**src/rtl/fpu_wb_sched.sv**
```systemverilog
// FP issue scoreboard and register-file writeback arbiter.
// Issue is held while a source or destination register has a result in flight.
// The FMA pipe and the DIV/SQRT unit share one write port, and the FMA pipe has priority.
// A starvation guard blocks FMA issue when a DIV result has waited too long,
// so that the FMA pipe drains and frees a write slot.
module fpu_wb_sched #(
  parameter int DATA_WIDTH   = 32,
  parameter int ADDR_WIDTH   = 5,
  parameter int STARVE_LIMIT = 8
) (
  input  logic                     clk_i,
  input  logic                     rst_i,
  input  logic                     iss_valid_i,
  output logic                     iss_ready_o,
  input  logic                     iss_unit_i,
  input  logic [ADDR_WIDTH-1:0]    iss_rd_i,
  input  logic [ADDR_WIDTH-1:0]    iss_rs1_i,
  input  logic [ADDR_WIDTH-1:0]    iss_rs2_i,
  input  logic [ADDR_WIDTH-1:0]    iss_rs3_i,
  input  logic                     iss_use_rs3_i,
  input  logic                     div_ready_i,
  input  logic                     fma_wb_valid_i,
  input  logic [ADDR_WIDTH-1:0]    fma_wb_rd_i,
  input  logic [DATA_WIDTH-1:0]    fma_wb_data_i,
  input  logic                     div_wb_valid_i,
  output logic                     div_wb_ready_o,
  input  logic [ADDR_WIDTH-1:0]    div_wb_rd_i,
  input  logic [DATA_WIDTH-1:0]    div_wb_data_i,
  output logic                     rd_wren_o,
  output logic [ADDR_WIDTH-1:0]    rd_addr_o,
  output logic [DATA_WIDTH-1:0]    rd_data_o,
  output logic [2**ADDR_WIDTH-1:0] busy_o,
  output logic                     wb_err_o
);

  localparam int NREG     = 2**ADDR_WIDTH;
  localparam int SW       = $clog2(STARVE_LIMIT + 1);
  localparam int WD_LIMIT = STARVE_LIMIT + 64;
  localparam int WW       = $clog2(WD_LIMIT + 2);
  localparam logic [SW-1:0] SLIM   = STARVE_LIMIT[SW-1:0];
  localparam logic [WW-1:0] WD_LIM = WD_LIMIT[WW-1:0];
  localparam logic [WW-1:0] WD_SAT = WD_LIM + 1'b1;
  localparam logic [ADDR_WIDTH-1:0] F0 = '0;

  logic [NREG-1:0]       r_busy;
  logic [NREG-1:0]       w_busy_nxt;
  logic [SW-1:0]         r_starve;
  logic [WW-1:0]         r_refuse;
  logic                  r_wren;
  logic [ADDR_WIDTH-1:0] r_addr;
  logic [DATA_WIDTH-1:0] r_data;
  logic                  r_err;

  logic                  w_stall;
  logic                  w_fire;
  logic                  w_div_hs;
  logic                  w_sel_valid;
  logic [ADDR_WIDTH-1:0] w_sel_rd;
  logic [DATA_WIDTH-1:0] w_sel_data;
  logic                  w_err_acc;
  logic                  w_err_wd;
  logic                  w_starved;

  assign w_starved = (r_starve == SLIM);

  // Issue hazard check: RAW on sources, WAW on the destination, unit availability.
  always_comb begin
    w_stall = 1'b0;
    if (r_busy[iss_rs1_i] || r_busy[iss_rs2_i])         w_stall = 1'b1;
    if (iss_use_rs3_i && r_busy[iss_rs3_i])             w_stall = 1'b1;
    if ((iss_rd_i != F0) && r_busy[iss_rd_i])           w_stall = 1'b1;
    if (iss_unit_i && !div_ready_i)                     w_stall = 1'b1;
    if (!iss_unit_i && w_starved)                       w_stall = 1'b1;
  end

  assign iss_ready_o    = !w_stall;
  assign w_fire         = iss_valid_i && iss_ready_o;
  assign div_wb_ready_o = !fma_wb_valid_i;
  assign w_div_hs       = div_wb_valid_i && div_wb_ready_o;

  // FMA cannot stall, so it always wins the write port; DIV fills the gaps.
  always_comb begin
    w_sel_valid = fma_wb_valid_i || div_wb_valid_i;
    w_sel_rd    = fma_wb_valid_i ? fma_wb_rd_i   : div_wb_rd_i;
    w_sel_data  = fma_wb_valid_i ? fma_wb_data_i : div_wb_data_i;
  end

  // An accepted result is always the selected one, so one check covers both sources.
  assign w_err_acc = w_sel_valid && (w_sel_rd != F0) && !r_busy[w_sel_rd];
  assign w_err_wd  = fma_wb_valid_i && div_wb_valid_i && (r_refuse > WD_LIM);

  // Next scoreboard: clear on the write port, then set on issue so that set wins.
  always_comb begin
    w_busy_nxt = r_busy;
    if (r_wren && (r_addr != F0)) w_busy_nxt[r_addr]   = 1'b0;
    if (w_fire && (iss_rd_i != F0)) w_busy_nxt[iss_rd_i] = 1'b1;
    w_busy_nxt[0] = 1'b0;
  end

  // Scoreboard register.
  always_ff @(posedge clk_i) begin
    if (rst_i) r_busy <= '0;
    else       r_busy <= w_busy_nxt;
  end

  // Starvation and watchdog counters track how long the pending DIV result is refused.
  always_ff @(posedge clk_i) begin
    if (rst_i || !div_wb_valid_i || w_div_hs) begin
      r_starve <= '0;
      r_refuse <= '0;
    end else begin
      if (r_starve != SLIM)   r_starve <= r_starve + 1'b1;
      if (r_refuse != WD_SAT) r_refuse <= r_refuse + 1'b1;
    end
  end

  // Registered write port; address and data hold when no result is selected.
  always_ff @(posedge clk_i) begin
    if (rst_i) begin
      r_wren <= 1'b0;
      r_addr <= '0;
      r_data <= '0;
    end else begin
      r_wren <= w_sel_valid;
      if (w_sel_valid) begin
        r_addr <= w_sel_rd;
        r_data <= w_sel_data;
      end
    end
  end

  // Sticky protocol error, cleared only by reset.
  always_ff @(posedge clk_i) begin
    if (rst_i)                       r_err <= 1'b0;
    else if (w_err_acc || w_err_wd)  r_err <= 1'b1;
  end

  assign rd_wren_o = r_wren;
  assign rd_addr_o = r_addr;
  assign rd_data_o = r_data;
  assign busy_o    = r_busy;
  assign wb_err_o  = r_err;

endmodule

```
**config.mk**
```make
export PLATFORM = sky130hd
export DESIGN_NAME = fpu_wb_sched
export DESIGN_NICKNAME = d
export VERILOG_FILES = /design/src/rtl/fpu_wb_sched.sv
export SDC_FILE = /design/constraint.sdc
export NUM_CORES = 1
export LEC_CHECK = 0
export CAP_MARGIN = 10
export CORE_MARGIN = 1.5
export CORE_UTILIZATION = 40
export CTS_CLUSTER_SIZE = 40
export DETAILED_ROUTE_END_ITERATION = 8
export PLACE_DENSITY = 0.72
export SLEW_MARGIN = 20
export SYNTH_ARGS = -nofsm -noshare
export SYNTH_HDL_FRONTEND = slang
export SYNTH_SLANG_ARGS = --single-unit
```
**constraint.sdc**
```tcl
create_clock -name clk_i -period 3.9 [get_ports clk_i]
set_clock_uncertainty 0.15 [all_clocks]
set_input_delay 0.975 -clock clk_i [delete_from_list [all_inputs] [get_ports clk_i]]
set_output_delay 0.975 -clock clk_i [all_outputs]
set_load 0.01 [all_outputs]
```
Yosys cells after proc, flatten, opt, wreduce, memory -nomap -nowiden
Index checks and enable logic that the tools add are counted.
{ "totals": {"reg_bits": 82, "latchBits": 0, "ram_bits": 0, "mem_bits_ro": 0, "input_bits": 102, "output_inout_bits": 73, "word_cells": 76, "memories": 0} }
{ "op_classes": {"add_sub_neg": 2, "mul": 0, "div_mod_pow": 0, "n_lt_le_gt_ge": 9, "eq_ne": 3, "n_shift": 0, "muxes": 23, "bitwise": 3, "n_reduce_logical": 28} }
{ "op_table": {"columns": ["op", "n"], "rows": [
  ["$mux 32", 3],
  ["$lt 5x6->1 const B", 6],
  ["$and 32x32->32", 1],
  ["$not 32->32", 1],
  ["$or 32x32->32", 1],
  ["$bmux 1 s5", 5],
  ["$reduce_bool 5->1", 3],
  ["$logic_and 1x1->1", 14],
  ["$mux 1", 12],
  ["$demux 1 s5", 2],
  ["$ge 5x1->1 const B", 2],
  ["$add 7x1->7 const B", 1],
  ["$gt 7x7->1 const B", 1],
  ["$ne 7x7->1 const B", 1],
  ["$logic_not 1->1", 6],
  ["$logic_or 1x1->1", 5],
  ["$mux 5", 1],
  ["$add 4x1->4 const B", 1],
  ["$eq 4x4->1 const B", 1],
  ["$ne 4x4->1 const B", 1]
]} }

Logic depth before layout (Yosys ltp)
Gate-level depths: netlist of the first run.
{ "depth": {"ltp_word": 12, "mapped_depth": 9, "mapped_depth_nobuf": 8} }

Worst setup path after synthesis of the first run
OpenSTA, ideal clock, no wires.
{ "synth_timing": {"kind": "in2out", "from": "input iss_rs2_i[2]", "to": "output iss_ready_o", "arrival_time_ps": 2616, "setup_slack_ps": 159, "stages": 8, "path_buffers": 2, "path_cell_list": "buf_2 > mux2_2 > a221oi_1 > a2111oi_0 > nor4_2 > nand4_2 > buf_6 > a21oi_2"} }
{ "synth_via": {"elab_chain_len": 9} }
{ "synth_rtl": {"columns": ["element", "line_no", "rtl"], "rows": [
  ["from (decl)", "18", "input logic [ADDR_WIDTH-1:0] iss_rs2_i,"],
  ["$bmux 1 s5", "69", "if (r_busy[iss_rs1_i] || r_busy[iss_rs2_i]) w_stall = 1'b1;"],
  ["$mux 1 (implied by the code)", "69", null],
  ["$logic_or 1x1->1", "69", null],
  ["$mux 1", "69", null],
  ["$mux 1", "70", "if (iss_use_rs3_i && r_busy[iss_rs3_i]) w_stall = 1'b1;"],
  ["$mux 1", "71", "if ((iss_rd_i != F0) && r_busy[iss_rd_i]) w_stall = 1'b1;"],
  ["$mux 1", "72", "if (iss_unit_i && !div_ready_i) w_stall = 1'b1;"],
  ["$mux 1", "73", "if (!iss_unit_i && w_starved) w_stall = 1'b1;"],
  ["$logic_not 1->1", "76", "assign iss_ready_o = !w_stall;"],
  ["to (decl)", "14", "output logic iss_ready_o,"]
]} }
No other way between the ends. The select of a mux whose other input is x is not followed.

Worst setup path after layout of the first run
{ "layout_timing": {"from": "input iss_rs3_i[1]", "to": "output iss_ready_o"} }
{ "layout_via": {"elab_chain_len": 8} }
{ "layout_rtl": {"columns": ["element", "line_no", "rtl"], "rows": [
  ["from (decl)", "19", "input logic [ADDR_WIDTH-1:0] iss_rs3_i,"],
  ["$bmux 1 s5", "70", null],
  ["$mux 1 (implied by the code)", "70", null],
  ["$logic_and 1x1->1", "70", null],
  ["$mux 1", "70", null],
  ["$mux 1", "71", null],
  ["$mux 1", "72", null],
  ["$mux 1", "73", null],
  ["$logic_not 1->1", "76", null]
]} }
No other way between the ends. The select of a mux whose other input is x is not followed.

==> flow_summary_export.csv, run 1 <==
group,metric,value,unit
die,core-area,0.0133,mm^2
die,die_x,120,um
die,placementRows,42,
clock_network,clk_path_buf_depth,2,
global_route,grtUsageTotal,0.273,
critical_path,required,2770,ps
final_layout,final_common_cell,"clkdlybuf4s50_1",
final_layout,antenna_cells,0,
synthesis,netlist_area,0.00548,mm^2
critical_path,cp.arrival,2730,ps
critical_path,rrSetupSlack,1140,ps
synthesis,synth_edf_count,0,
clock_network,clock_sinks,81,
sta,fin_hold_ws,343,ps
critical_path,path_class,"primary input to primary output",
global_route,grt_antenna_before_repair,0,
final_layout,fin_nets,938,
synthesis,yosysSeqAreaShare,0.296,
clock_network,clockRootBuffer,"clkbuf_16",
worst_hold_path,hp-class,"flop to flop",
die,start_util,0.412,
die,io_pins,175,
synthesis,synth.area.top_cells,"dfxtp_1 (30%), mux2i_1 (14%), mux4_2 (7.4%), nor2_1 (5.8%), o21ai_2 (4.6%)",
sta,finalHoldViolations,0,
outcome,status,"completed",
drt,firstDrtPassIters,5,
drt,drc,0,
clock_network,clkTransAtPathRegs,50,ps
final_layout,syn2layout_area_growth,46.7,%
power_and_ir_drop,cellLeakagePower,3.13,nW
power_and_ir_drop,total_power,2.24,mW
final_layout,drive_gt1_frac,0.193,
synthesis,yosysTopAreaCell,"dfxtp_1",
clock_network,hold_buffers,0,
placed_design,port-buffer-count,173,
synthesis,ys_ff_latch,81,
power_and_ir_drop,ir_drop,0.255,mV
drt,wl_per_cell,19.6,um
sta,min_period,3850,ps
drt,routed_wl,19800,um
drt,drt_iter0_markers,579,
global_route,grt_max_degree,46,
synthesis,async_flop_share,0,
drt,drtAntennaViolNets,0,
clock_network,numCtsBuffers,9,
sta,setup_viol,0,
clock_network,htree_levels,3,
power_and_ir_drop,power_density,278,mW/mm^2
drt,vias,5789,
synthesis,synthCells,635,
placed_design,dp_hpwl,14900,um
clock_network,cts_tree,"done",
global_route,grt_pass1_vias,5685,
sta,fin_crit_sh,0.988,
global_route,grt_overflow,0,
critical_path,cp-end-kind,"primary output",
sta,worst_pin_slew,693,ps
clock_network,clock_latency,340,ps
critical_path,cp-start-kind,"primary input",
global_route,grt_pass1_wl,30600,um
placed_design,place_congestion,0.939,
synthesis,syn_avg_cell_area,8.63,um^2
sta,finalMaxSlewViolations,0,
drt,via_per_inst,5.73,
synthesis,syn-num-nets,742,
sta,fmax,259,MHz
final_layout,layout_common_cells,"clkdlybuf4s50_1 (155), nor2_1 (84), dfxtp_1 (81)",
synthesis,ys_warn_count,0,
synthesis,synth_cell_types,54,
synthesis,netlist.area_leader.share,0.296,
die,die_h,120,um
synthesis,synth_ff_type,"dfxtp_1",
sta,slew_headroom,0.531,
critical_path,path_max_fanout,4,
die,die_area,0.0144,mm^2
flow_run,drv_cap,0,
==> area by class of cell <==
type,instances,area [um^2]
flip-flops and latches,81,1620
inverters,10,37.5
multi-input cells,496,3700
clock inverters,3,40.0
repair buffers,233,2160
fillers,1130,5260
well taps,176,220
clock buffers,12,256
==> worst paths after layout <==
| kind | start | endpoint | depth (start not counted) |
|---|---|---|---|
| worst max register to register | busy_o[8]$_SDFF_PP0_ | busy_o[31]$_SDFF_PP0_ | 7 |
| worst min-delay path | r_starve[1]$_SDFFE_PP0P_ | r_starve[1]$_SDFFE_PP0P_ | 2 |
| worst min register to register | r_starve[1]$_SDFFE_PP0P_ | r_starve[1]$_SDFFE_PP0P_ | 2 |
| worst max-delay path | iss_rs3_i[1] | iss_ready_o | 9 |
==> registers in the layout, indices dropped and copies added, names as in the netlist <==
name and count:
rd_wren_o 1, r_refuse 7, r_starve 4, busy_o 31, rd_data_o 32, rd_addr_o 5
wb_err_o 1
==> through the flow <==
stage | cells | setup TNS [ps] | cell area (um^2) | util | setup WS (ps)
global route | 1011 | -37.0 | 8040 | 0.604 | -37.0
CTS | 1009 | 0 | 7950 | 0.598 | 1.74
floorplan | 635 | 0 | 5480 | - | 159
global placement | 993 | -815 | 7610 | 0.573 | -815
finish | 1011 | 0 | 8040 | 0.604 | 45.1
detailed placement | 993 | -853 | 7610 | 0.573 | -853
==> where the power goes <==
part / total (mW) / switching (mW) / internal (mW)
sequential: 0.891 / 0.0315 / 0.859
combinational: 0.499 / 0.235 / 0.264
clock: 0.848 / 0.324 / 0.525
total: 2.24 / 0.590 / 1.65
==> synth_stat cells, types with 7 or more instances <==
library cell	count
a211oi_1	10
a21oi_1	38
buf_1	9
buf_2	10
clkbuf_1	22
dfxtp_1	81
inv_1	10
mux2i_1	78
mux4_2	18
nand2_1	50
nand3_1	12
nand3b_1	32
nor2_1	85
nor2b_1	31
nor3_1	7
nor3b_1	7
o21ai_0	24
o21ai_2	29
==> worst max-delay path, stage by stage <==
cell,delay (ps)
dlygate4sd2_1,270
buf_4,160
and2_4,160
a22oi_1,80
and3_1,240
nor4_4,360
nand4_4,170
a21oi_2,160
buf_2,160
==> logic make-up (layout without fill, tap and decap cells) <==
logic type / Yosys count / in the layout / share of synthesized area
adder cells (fa/ha/maj): 5 / 5 / 0.0114
buffers and inverters: 58 / 258 / 0.0509
other: 1 / 1 / 0.000685
XOR/XNOR: 8 / 8 / 0.0128
multiplexers: 104 / 104 / 0.238
AND/OR/NAND/NOR: 257 / 257 / 0.243
AO/OA/AOI/OAI: 121 / 121 / 0.147
flip-flops: 81 / 81 / 0.296
==> metal layers <==
layer	part of all wire	vias up	global-route usage
met5	0	-	0
met4	0.041	0	0.124
met3	0.075	76	0.0670
met2	0.49	282	0.450
met1	0.40	2762	0.337
li1	-	2669	-
==> repair_timing <==
| item | 4_1_cts | 5_1_grt |
|---|---|---|
| setup buffers | 1 | 2 |
| endpoints found under the setup margin | 1 | 1 |
| pin swaps | 6 | 10 |
| gates resized for setup | 37 | 35 |
| hold endpoints to repair | 0 | 0 |
Power figures use the tool's default switching activity.
==> run 2, diff against run 1 <==
Settings changed: CELL_PAD_IN_SITES_DETAIL_PLACEMENT set to 1, CELL_PAD_IN_SITES_GLOBAL_PLACEMENT set to 2, CORE_UTILIZATION 40 to 27, CTS_CLUSTER_DIAMETER set to 100, PLACE_DENSITY 0.72 to 0.82.
==> flow_summary_export.csv, run 2 (synthesis gave the netlist of run 1 again) <==
group,metric,value,unit
global_route,grt_antenna_before_repair,0,
die,die_x,145,um
final_layout,drive_gt1_frac,0.215,
flow_run,drv_cap,0,
power_and_ir_drop,cellLeakagePower,3.23,nW
placed_design,dp_hpwl,18600,um
clock_network,hold_buffers,0,
final_layout,layout_common_cells,"clkdlybuf4s50_1 (155), nor2_1 (84), dfxtp_1 (81)",
final_layout,final_common_cell,"clkdlybuf4s50_1",
final_layout,fin_nets,953,
sta,tns,0,ps
drt,via_per_inst,5.19,
drt,drc,0,
sta,setup_viol,0,
final_layout,largest_reg_flops,32,
sta,fin_hold_ws,394,ps
die,die_area,0.0212,mm^2
die,io_pins,175,
final_layout,antenna_cells,0,
clock_network,clk_path_buf_depth,2,
global_route,grt_max_degree,62,
critical_path,required,2770,ps
placed_design,place_congestion,0.896,
clock_network,clockRootBuffer,"clkbuf_16",
global_route,grtUsageTotal,0.226,
die,start_util,0.279,
power_and_ir_drop,ir_drop,0.217,mV
placed_design,port-buffer-count,173,
clock_network,clock_sinks,81,
final_layout,syn2layout_area_growth,52.5,%
placed_design,dpl_cell_area,0.00781,mm^2
die,die_h,145,um
sta,slew_headroom,0.375,
drt,drtAntennaViolNets,0,
critical_path,cp-start-kind,"primary input",
die,core-area,0.0197,mm^2
clock_network,numCtsBuffers,9,
clock_network,cts_tree,"done",
critical_path,path_class,"primary input to primary output",
critical_path,cp-end-kind,"primary output",
critical_path,cp.arrival,2740,ps
clock_network,clkTransAtPathRegs,60,ps
global_route,grt_overflow,0,
global_route,grt_pass1_vias,6289,
drt,wl_per_cell,21.7,um
sta,finalMaxSlewViolations,0,
sta,fin_crit_sh,0.992,
drt,vias,5790,
drt,drt_iter0_markers,373,
sta,worst_pin_slew,934,ps
outcome,status,"completed",
worst_hold_path,hp-class,"flop to flop",
clock_network,clock_latency,350,ps
clock_network,htree_levels,3,
sta,finalHoldViolations,0,
power_and_ir_drop,power_density,283,mW/mm^2
sta,min_period,3870,ps
power_and_ir_drop,total_power,2.37,mW
die,placementRows,51,
sta,fmax,258,MHz
drt,firstDrtPassIters,4,
final_layout,final_cell_area,0.00836,mm^2
drt,routed_wl,24200,um
global_route,grt_pass1_wl,36700,um
critical_path,path_max_fanout,5,
[run 2: worst paths after layout]
path | startpoint | end | slack [ps] | cells after the start
worst max-delay path | iss_rs2_i[2] | iss_ready_o | 30 | 9
worst min-delay path | r_refuse[6]$_SDFFE_PP0P_ | r_refuse[6]$_SDFFE_PP0P_ | 390 | 2
worst max register to register | busy_o[8]$_SDFF_PP0_ | busy_o[31]$_SDFF_PP0_ | 1160 | 7
worst min register to register | r_refuse[6]$_SDFFE_PP0P_ | r_refuse[6]$_SDFFE_PP0P_ | 390 | 2
[run 2: critical path, cell delays in order]
cell and delay [ps]:
clkdlybuf4s15_1 230, buf_6 160, nor2b_1 150, a221oi_4 330, a2111oi_4 90, nor4_2 320
nand4_2 200, a21oi_2 150, buf_2 140
[run 2: final cells by class]
class / count / area [um^2]
Tap cell: 265 / 332
Multi-Input combinational cell: 496 / 3730
Timing Repair Buffer: 248 / 2300
Sequential cell: 81 / 1620
Inverter: 10 / 37.5
Fill cell: 2329 / 11300
Clock buffer: 11 / 253
Clock inverter: 5 / 77.6
[run 2: metal layers]
metal / vias to the layer above / GRT usage / share of wire / wire (um)
met1: 2906 / 0.271 / 0.42 / 10100
met5: - / 0 / 0 / 0
met4: 0 / 0.0755 / 0.022 / 524
li1: 2693 / - / - / -
met2: 146 / 0.403 / 0.52 / 12500
met3: 45 / 0.0451 / 0.046 / 1110
[run 2: what timing repair did]
item                                    CTS  global route
endpoints found under the setup margin    1             1
buffers inserted                          1             5
gates resized for setup                  48            26
pin swaps                                 7             7
gates cloned                              1             0
[run 2: metrics by stage]
stage               worst slack (ps)  cells   util
finish                          30.8   1116  0.425
CTS                             11.1   1111  0.421
floorplan                        159    635      -
global route                   -17.3   1116  0.425
global placement                -819   1093  0.397
detailed placement              -846   1093  0.397
[run 2: power by group]
part	switching [mW]	internal, mW	leakage (nW)
registers	0.0303	0.859	0.662
logic	0.256	0.273	2.40
clock network	0.357	0.593	0.162
total	0.644	1.72	3.23
